<file path="src/rtl/buzzer_tone_gen_if.sv">
// Signal bundle between the auto-play sequencer and the buzzer tone generator.
//
// Handshake semantics: there is no valid/ready pair. The sequencer drives
// enable/note/octave as levels. The tone generator samples them only at a
// full-period boundary, or on the first cycle while silent. The outputs
// speaker/sounding/period_tick are registered levels/pulses that any
// observer may sample at any time.
interface buzzer_tone_gen_if;
  logic       enable;
  logic [3:0] note;
  logic [1:0] octave;
  logic       speaker;
  logic       sounding;
  logic       period_tick;

  // Sequencer side: drives the tone request, observes the buzzer status.
  modport master (
    output enable,
    output note,
    output octave,
    input  speaker,
    input  sounding,
    input  period_tick
  );

  // Tone generator side.
  modport slave (
    input  enable,
    input  note,
    input  octave,
    output speaker,
    output sounding,
    output period_tick
  );
endinterface

</file>
<file path="src/rtl/buzzer_tone_gen.sv">
// Buzzer square-wave generator. A per-note half-period counter toggles the
// speaker pin. Note, octave and enable are only re-sampled at full-period
// boundaries, so the buzzer never sees a truncated pulse. The sounding output
// is the registered FSM state (PLAY) and doubles as the debug view of the FSM.
module buzzer_tone_gen #(
  parameter int CLK_HZ = 100_000_000,
  parameter int CNT_W  = 20
) (
  input  logic               clk,
  input  logic               reset,
  buzzer_tone_gen_if.slave   bus
);

  // Mid-octave half-periods, truncating division, fixed at elaboration.
  localparam logic [CNT_W-1:0] HP_C = CNT_W'(CLK_HZ / (2 * 262));
  localparam logic [CNT_W-1:0] HP_D = CNT_W'(CLK_HZ / (2 * 294));
  localparam logic [CNT_W-1:0] HP_E = CNT_W'(CLK_HZ / (2 * 330));
  localparam logic [CNT_W-1:0] HP_F = CNT_W'(CLK_HZ / (2 * 349));
  localparam logic [CNT_W-1:0] HP_G = CNT_W'(CLK_HZ / (2 * 392));
  localparam logic [CNT_W-1:0] HP_A = CNT_W'(CLK_HZ / (2 * 440));
  localparam logic [CNT_W-1:0] HP_B = CNT_W'(CLK_HZ / (2 * 494));

  typedef enum logic {
    SILENT = 1'b0,
    PLAY   = 1'b1
  } state_t;

  state_t           state;
  logic [CNT_W-1:0] cnt;
  logic [CNT_W-1:0] hp;
  logic             speaker_q;
  logic             sounding_q;
  logic             period_tick_q;

  logic             in_valid;
  logic [CNT_W-1:0] hp_sel;
  logic [CNT_W-1:0] hp_mid;
  logic             phase_end;

  // Half-period for the current (note, octave); only meaningful when in_valid.
  always_comb begin
    hp_mid = '0;
    case (bus.note)
      4'd1:    hp_mid = HP_C;
      4'd2:    hp_mid = HP_D;
      4'd3:    hp_mid = HP_E;
      4'd4:    hp_mid = HP_F;
      4'd5:    hp_mid = HP_G;
      4'd6:    hp_mid = HP_A;
      4'd7:    hp_mid = HP_B;
      default: hp_mid = '0;
    endcase
    hp_sel = hp_mid;
    case (bus.octave)
      2'd0:    hp_sel = hp_mid << 1;
      2'd2:    hp_sel = hp_mid >> 1;
      default: hp_sel = hp_mid;
    endcase
  end

  // A tone is requested when enabled, the note is C..B and the octave is audible.
  assign in_valid  = bus.enable && (bus.note >= 4'd1) && (bus.note <= 4'd7)
                     && (bus.octave != 2'd3);
  assign phase_end = (cnt == hp - CNT_W'(1));

  // Tone FSM: SILENT waits for a valid request; PLAY counts out high and low
  // phases and re-samples the inputs only when the low phase completes.
  always_ff @(posedge clk) begin
    if (reset) begin
      state         <= SILENT;
      cnt           <= '0;
      hp            <= '0;
      speaker_q     <= 1'b0;
      sounding_q    <= 1'b0;
      period_tick_q <= 1'b0;
    end else begin
      period_tick_q <= 1'b0;
      case (state)
        SILENT: begin
          cnt       <= '0;
          speaker_q <= 1'b0;
          if (in_valid) begin
            hp         <= hp_sel;
            speaker_q  <= 1'b1;
            state      <= PLAY;
            sounding_q <= 1'b1;
          end
        end
        PLAY: begin
          if (phase_end) begin
            cnt <= '0;
            if (speaker_q) begin
              // High phase done: drop into the low phase of the same period.
              speaker_q <= 1'b0;
            end else begin
              // Full period done: the only point where inputs take effect.
              period_tick_q <= 1'b1;
              if (in_valid) begin
                hp        <= hp_sel;
                speaker_q <= 1'b1;
              end else begin
                state      <= SILENT;
                sounding_q <= 1'b0;
              end
            end
          end else begin
            cnt <= cnt + CNT_W'(1);
          end
        end
        default: begin
          state      <= SILENT;
          sounding_q <= 1'b0;
          speaker_q  <= 1'b0;
          cnt        <= '0;
        end
      endcase
    end
  end

  assign bus.speaker     = speaker_q;
  assign bus.sounding    = sounding_q;
  assign bus.period_tick = period_tick_q;

endmodule

</file>
<file path="src/flat_wrapper.sv">
// flat-port wrapper written by rule: the top's interface ports become plain ports
module buzzer_tone_gen_flat 
#(
  parameter int CLK_HZ = 100_000_000,
  parameter int CNT_W  = 20
)
  (clk, reset, bus_enable, bus_note, bus_octave, bus_speaker, bus_sounding, bus_period_tick);
  buzzer_tone_gen_if bus_i ();
  input  logic clk;
  input  logic reset;
  input wire logic [$bits(bus_i.enable)-1:0] bus_enable;
  input wire logic [$bits(bus_i.note)-1:0] bus_note;
  input wire logic [$bits(bus_i.octave)-1:0] bus_octave;
  output wire logic [$bits(bus_i.speaker)-1:0] bus_speaker;
  output wire logic [$bits(bus_i.sounding)-1:0] bus_sounding;
  output wire logic [$bits(bus_i.period_tick)-1:0] bus_period_tick;
  assign bus_i.enable = bus_enable;
  assign bus_i.note = bus_note;
  assign bus_i.octave = bus_octave;
  assign bus_speaker = bus_i.speaker;
  assign bus_sounding = bus_i.sounding;
  assign bus_period_tick = bus_i.period_tick;
  buzzer_tone_gen #(.CLK_HZ(CLK_HZ), .CNT_W(CNT_W)) u_core (.clk(clk), .reset(reset), .bus(bus_i));
endmodule
</file>
<file path="config.mk">
export PLATFORM = sky130hd
export DESIGN_NAME = buzzer_tone_gen_flat
export DESIGN_NICKNAME = d
export VERILOG_FILES = /design/src/rtl/buzzer_tone_gen_if.sv /design/src/rtl/buzzer_tone_gen.sv /design/src/flat_wrapper.sv
export SDC_FILE = /design/constraint.sdc
export NUM_CORES = 1
export LEC_CHECK = 0
export ABC_AREA = 1
export BUFFER_PORTS_ARGS = -buffer_cell sky130_fd_sc_hd__buf_2
export CAP_MARGIN = 0
export CORE_ASPECT_RATIO = 0.8
export CORE_MARGIN = 2
export CORE_UTILIZATION = 62
export DETAILED_ROUTE_END_ITERATION = 8
export PLACE_DENSITY = 0.86
export REMOVE_ABC_BUFFERS = 1
export SLEW_MARGIN = 20
export SYNTH_ARGS = -nofsm -noshare
export SYNTH_HDL_FRONTEND = slang
export SYNTH_SLANG_ARGS = --single-unit
</file>
<file path="constraint.sdc">
create_clock -name clk -period 2.97 [get_ports clk]
set_clock_uncertainty 0.05 [all_clocks]
set_input_delay 0.594 -clock clk [delete_from_list [all_inputs] [get_ports clk]]
set_output_delay 0.594 -clock clk [all_outputs]
set_load 0.01 [all_outputs]
</file>
==> impl_metrics.yaml, run 1 <==
detailed_routing:
  firstDrtPassIters: 5
  detail_route.vias_per_cell: 5.65
  drc: 0
  drtIter0Drc: 348
  vias: 3444
  routedWlPerCell_um: 13.1
  drt-total-wl_mm: 7.99
  postRouteAntennaNets: 0
sta:
  maxSlewViolCount: 0
  hold_ws_ps: 415
  setup_viol: 0
  rsz0062_at_grt: "no"
  hold_viol: 0
  setup_tns_ps: 0
  fin_crit_sh_pct: 89.2
  fin_crit_ps: 2650
  maxSlewHeadroom_pct: 56.0
  max_freq_mhz: 378
  tightest_slew_ps: 659
hold_path:
  hold_class: "in2reg"
  worstHoldStart: "reset"
critical_path:
  cp_slowest_cell: "dfxtp_1"
  worstPathMaxFanout: 25
  cp-start-kind: "flop"
  crit_top_cell: "nand2_1"
  cp_cell_sequence: "inv_1 -> ha_1 -> nand2_4 -> nor2_2 -> nand2_1 -> nand2_1 -> nand2_1 -> nand2_1 -> nand2_1 -> nor2_1 -> nand2_1 -> nor2_1 -> nand2_2 -> nand2_4 -> buf_4 -> nand3_1 -> nand2_1 -> nor2_1"
  reg2reg_from: "u_core.hp[0]"
  endpoint_kind: "flop"
  critical-path-max-stage-delay_ps: 350
  crit_path_start: "u_core.hp[0]"
  criticalPathCategory: "reg2reg"
  cp.arrival_ps: 2780
  critical_path_required_ps: 3100
cells_and_area:
  diodes: 0
  fin_area_um2: 3370
  drive_gt1_share_pct: 6.39
  final_cell_mix: "nand2_1 (125), nor2_1 (109), inv_1 (62)"
  syn2layout_area_growth_pct: 5.61
  final_common_cell: "nand2_1"
  utilization_pct: 67.6
  fin_nets: 559
die:
  die_h_um: 68.1
  fp-row-count: 23
  core_area_um2: 4980
  ios: 12
  dieWidth_um: 84.2
  start_util_pct: 64.0
  dieArea_um2: 5730
synthesis:
  synth-compound-area-share_pct: 12.4
  postSynthCellCount: 542
  yosys_warnings: 0
  yosys.area_share.simple_pct: 43.6
  synth.cell_area_um2: 3190
  synth_top_family_by_area: "simple AND/OR/NAND/NOR gates"
  ys_ff_latch: 43
  synth_seq_area_share_pct: 27.0
  avgSynthCellArea_um2: 5.88
  synth_mux_area_share_pct: 0
  yosys.area_share.adder_pct: 0.785
  ys_types: 34
  yosys.area_share.xor_xnor_pct: 6.04
global_routing:
  grt_use_total_pct: 29.7
  grt_use_met2_pct: 43.9
  grt_pass1_vias: 2880
  antenna_found_initial: 0
  grt_max_degree: 40
  grt_pass1_wl_mm: 13.6
  met3_usage_pct: 6.63
  grt_overflow: 0
  use_met1_pct: 43.7
  top_usage_layer: "met2"
clocking:
  ctsHtreeMaxLevel: 2
  cts_buffer_depth: 2
  postCtsHoldBufs: 0
  clk_latency_ps: 300
  cts_tree: "done"
  post_cts_buffers: 0
  clk_root_buffer_cell: "clkbuf_8"
  cts_buffers: 5
  clk_pin_slew_ps: 80
  cts.sinks: 43
run:
  drv_cap: 0
power_and_ir_drop:
  power_mw: 1.48
  power.leakage_nw: 1.48
  ir_drop_uv: 328
  power_density_nw_per_um2: 439
placement:
  gp_congestion: 1.03
  place_hpwl_mm: 6.30
  port_buffers: 11
  dpl_cell_area_um2: 3270
status:
  outcome: "finished, final reports clean"
-- cells in the mapped netlist --
cell type / instances / area, um2
buf_1: 2 / 7.51
nand3_1: 56 / 280
inv_1: 62 / 233
nand2_1: 125 / 469
and3_1: 1 / 6.26
buf_6: 1 / 11.3
clkinv_1: 1 / 3.75
nor3_1: 12 / 60.1
nand3b_1: 3 / 22.5
a22oi_1: 1 / 7.51
o21ai_1: 1 / 5.00
a221oi_1: 4 / 35.0
nor3b_1: 3 / 22.5
o22ai_1: 9 / 56.3
nand2_2: 2 / 12.5
a31oi_1: 4 / 25.0
o21ai_0: 10 / 50.1
o21a_1: 1 / 7.51
nor2_2: 6 / 37.5
clkbuf_1: 9 / 33.8
nand4_1: 5 / 31.3
xor2_1: 11 / 96.3
ha_1: 2 / 25.0
dfxtp_1: 43 / 861
a21oi_1: 36 / 180
nand2_4: 1 / 11.3
buf_8: 1 / 15.0
xnor2_1: 11 / 96.3
nor2_8: 1 / 20.0
nor2_1: 109 / 409
buf_2: 4 / 20.0
a211oi_1: 3 / 22.5
o21bai_1: 1 / 7.51
or2_2: 1 / 6.26
-- power breakdown --
group	internal, mW	total (mW)	switching [mW]
Sequential	0.596	0.626	0.0292
Clock	0.183	0.382	0.199
Combinational	0.161	0.472	0.311
Total	0.940	1.48	0.539
-- area by class of cell --
cell class	instances	area (um2)
inverter	63	236
multi-input combinational	419	2010
clock buffer	6	82.6
clock inverter	1	5.00
sequential	43	861
timing repair buffer	16	92.6
fill	447	1610
tap	62	77.6
-- layer usage --
| layer | routed length, um | vias to the layer above |
|---|---|---|
| li1 | - | 1756 |
| met4 | 94 | 0 |
| met2 | 3250 | 136 |
| met5 | 0 | - |
| met3 | 707 | 12 |
| met1 | 3930 | 1540 |
-- final timing paths --
| kind | cells after the start | to | slack [ps] |
|---|---|---|---|
| worst min-delay path | 2 | u_core.state | 410 |
| worst max-delay path | 18 | u_core.hp[9] | 320 |
| worst min register to register | 1 | u_core.cnt[0] | 440 |
| worst max register to register | 18 | u_core.hp[9] | 320 |
-- cells by family after synthesis --
kind of cell               Yosys count
xor gates and xnor gates            22
adders and majority gates            2
and+or+nand+nor                    325
buffers and inverters               80
DFF                                 43
AOI/OAI and AO/OA                   70
-- worst max-delay path: cells and delay by family (launching register included) --
family | cells | cell delay, ps
adders and majority gates | 1 | 270
buffers and inverters | 2 | 270
DFF | 1 | 350
and+or+nand+nor | 15 | 1580
-- sequential cells by signal, summed over array words and instances, names as in the netlist --
register and cells:
u_core.cnt 20, u_core.hp 19, u_core.bus.period_tick 1, u_core.bus.sounding 1
u_core.bus.speaker 1, u_core.state 1
-- per-stage QoR --
step                cells  setup WS [ps]
finish                610            322
global route          610           89.7
CTS                   610            225
detailed placement    603            251
global placement      603            325
floorplan             525           64.0
-- what timing repair did --
action,4_1_cts,5_1_grt
endpoints found under the hold margin,0,0
gates resized for setup,0,1
endpoints found under the setup margin,0,8
No activity file was read; power rests on OpenSTA's default activity.
==> run 2, diff against run 1 <==
--- a/config.mk
+++ b/config.mk
@@ -13,7 +13,6 @@
 export CORE_UTILIZATION = 62
 export DETAILED_ROUTE_END_ITERATION = 8
 export PLACE_DENSITY = 0.86
-export REMOVE_ABC_BUFFERS = 1
 export SLEW_MARGIN = 20
 export SYNTH_ARGS = -nofsm -noshare
 export SYNTH_HDL_FRONTEND = slang
==> constraint.sdc (replaced) <==
create_clock -name clk -period 2.97 [get_ports clk]
set_clock_uncertainty 0.05 [all_clocks]
set_input_delay 0.1485 -clock clk [delete_from_list [all_inputs] [get_ports clk]]
set_output_delay 0.1485 -clock clk [all_outputs]
set_load 0.01 [all_outputs]
==> impl_metrics.yaml, run 2 (same netlist as run 1, synthesis figures left out) <==
cells_and_area:
  fin_nets: 558
  reg.largest.list: "u_core.cnt (20), u_core.hp (19)"
  syn2layout_area_growth_pct: 7.10
  final_cell_mix: "nand2_1 (125), nor2_1 (109), inv_1 (62)"
  drive_gt1_share_pct: 6.02
  stdcell_count: 610
  largest_reg_flops: 20
  largest_register: "u_core.cnt"
  final_common_cell: "nand2_1"
  diodes: 0
  utilization_pct: 68.6
detailed_routing:
  dr.max_layer_used: "met4"
  vias: 3418
  routedWlPerCell_um: 12.9
  wl_met2_mm: 3.36
  drtIter0Drc: 283
  drc: 0
  drt-total-wl_mm: 7.90
  postRouteAntennaNets: 0
  wl_met1_mm: 3.79
  wl_met3_um: 643
  detail_route.vias_per_cell: 5.60
  firstDrtPassIters: 5
sta:
  setup_tns_ps: 0
  timing.final.ws_setup_ps: 529
  max_freq_mhz: 410
  maxSlewViolCount: 0
  rsz0062_at_grt: "no"
  fin_crit_ps: 2440
  hold_viol: 0
  fin_crit_sh_pct: 82.2
  tightest_slew_ps: 684
  maxSlewHeadroom_pct: 54.3
  setup_viol: 0
critical_path:
  critical-path-max-stage-delay_ps: 350
  rr_worst_depth: 18
  crit_top_cell: "nand2_1"
  criticalPathCategory: "reg2reg"
  critPathCapture: "u_core.hp[3]"
  crit_path_start: "u_core.hp[0]"
  cp.arrival_ps: 2590
  cp-start-kind: "flop"
  worstPathMaxFanout: 39
  critical_path_required_ps: 3110
  reg2reg_to: "u_core.hp[3]"
  r2r_slack_ps: 530
  cp_slowest_cell: "dfxtp_1"
  cp_cell_sequence: "inv_1 -> ha_1 -> nand2_4 -> nor2_8 -> inv_1 -> nand2_1 -> nand2_1 -> nand2_1 -> nand2_1 -> nor2_1 -> nand2_1 -> nor2_1 -> nand2_2 -> nand2_2 -> buf_12 -> nand3_1 -> nand2_1 -> nor2_1"
  endpoint_kind: "flop"
  reg2reg_from: "u_core.hp[0]"
power_and_ir_drop:
  ir_drop_uv: 337
  power.leakage_nw: 1.50
  p_clk_share_pct: 33.4
  power.switching_fraction_pct: 33.5
  pwr-share-seq_pct: 38.0
  power_density_nw_per_um2: 482
  combPwrFrac_pct: 28.6
  power.net_switching_mw: 0.551
  p_int_mw: 1.09
  power_mw: 1.65
global_routing:
  antenna_found_initial: 0
  grt_pass1_vias: 2965
  grt_max_degree: 40
  grt_pass1_wl_mm: 13.5
  grt_use_total_pct: 29.3
  grt_overflow: 0
clocking:
  cts_buffer_depth: 2
  cts.sinks: 43
  ctsHtreeMaxLevel: 2
  cts_tree: "done"
  clk_root_buffer_cell: "clkbuf_8"
  post_cts_buffers: 0
  clk_pin_slew_ps: 80
  clk_latency_ps: 300
  cts_buffers: 5
  cts.repair.resized: 0
  postCtsHoldBufs: 1
die:
  fp-row-count: 23
  dieArea_um2: 5730
  dieWidth_um: 84.2
  die_h_um: 68.1
  ios: 12
  core_area_um2: 4980
  start_util_pct: 64.0
run:
  drv_cap: 0
placement:
  port_buffers: 11
  gp_congestion: 0.928
  place_ws_ps: 560
  placed_cells: 601
  place_hpwl_mm: 6.08
hold_path:
  hold_class: "in2reg"
status:
  outcome: "finished, final reports clean"
synthesis:
  syn-num-nets: 553
## run 2: routing by layer
metal	vias up	global-route usage (%)
met5	-	0
met4	0	7.66
met3	16	6.27
met2	126	46.3
met1	1520	41.0
li1	1756	-
## run 2: metrics by stage
| stage | hold WS, ps | cell area [um2] |
|---|---|---|
| after global routing | 308 | 3410 |
| after floorplan | 168 | 3190 |
| after global placement | 269 | 3270 |
| after CTS | 255 | 3410 |
| after detailed placement | 280 | 3270 |
| final | 273 | 3410 |
## run 2: power by group through the flow
stage          registers, mW  logic [mW]  clock network (mW)
2_1_floorplan          0.630       0.372                   0
3_3_place_gp           0.638       0.453                   0
3_5_place_dp           0.639       0.457                   0
4_1_cts                0.625       0.462               0.554
5_1_grt                0.629       0.539               0.576
6_report               0.626       0.471               0.549
## run 2: how the worst min path moves through the flow
| stage | start | end | slack (ps) | cells past startpoint |
|---|---|---|---|---|
| after floorplan | reset | u_core.state | 170 | 1 |
| after global placement | reset | u_core.state | 270 | 2 |
| after detailed placement | reset | u_core.state | 280 | 2 |
| after CTS | bus_note[3] | u_core.state | 260 | 4 |
| after global routing | bus_note[3] | u_core.state | 310 | 4 |
| final | bus_note[3] | u_core.state | 270 | 4 |
## run 2: worst max-delay path, delay by kind of cell, from the launching register on
kind | cells | cell delay, ps
flops | 1 | 350
simple gates | 14 | 1310
buf+inv | 3 | 330
fa+ha+maj | 1 | 270
## run 2: layout make-up
| class | instances | area, um2 |
|---|---|---|
| Tap cell | 62 | 77.6 |
| Sequential cell | 43 | 861 |
| Timing Repair Buffer | 15 | 100 |
| Inverter | 63 | 236 |
| Clock buffer | 6 | 72.6 |
| Clock inverter | 2 | 60.1 |
| Fill cell | 466 | 1560 |
| Multi-Input combinational cell | 419 | 2010 |
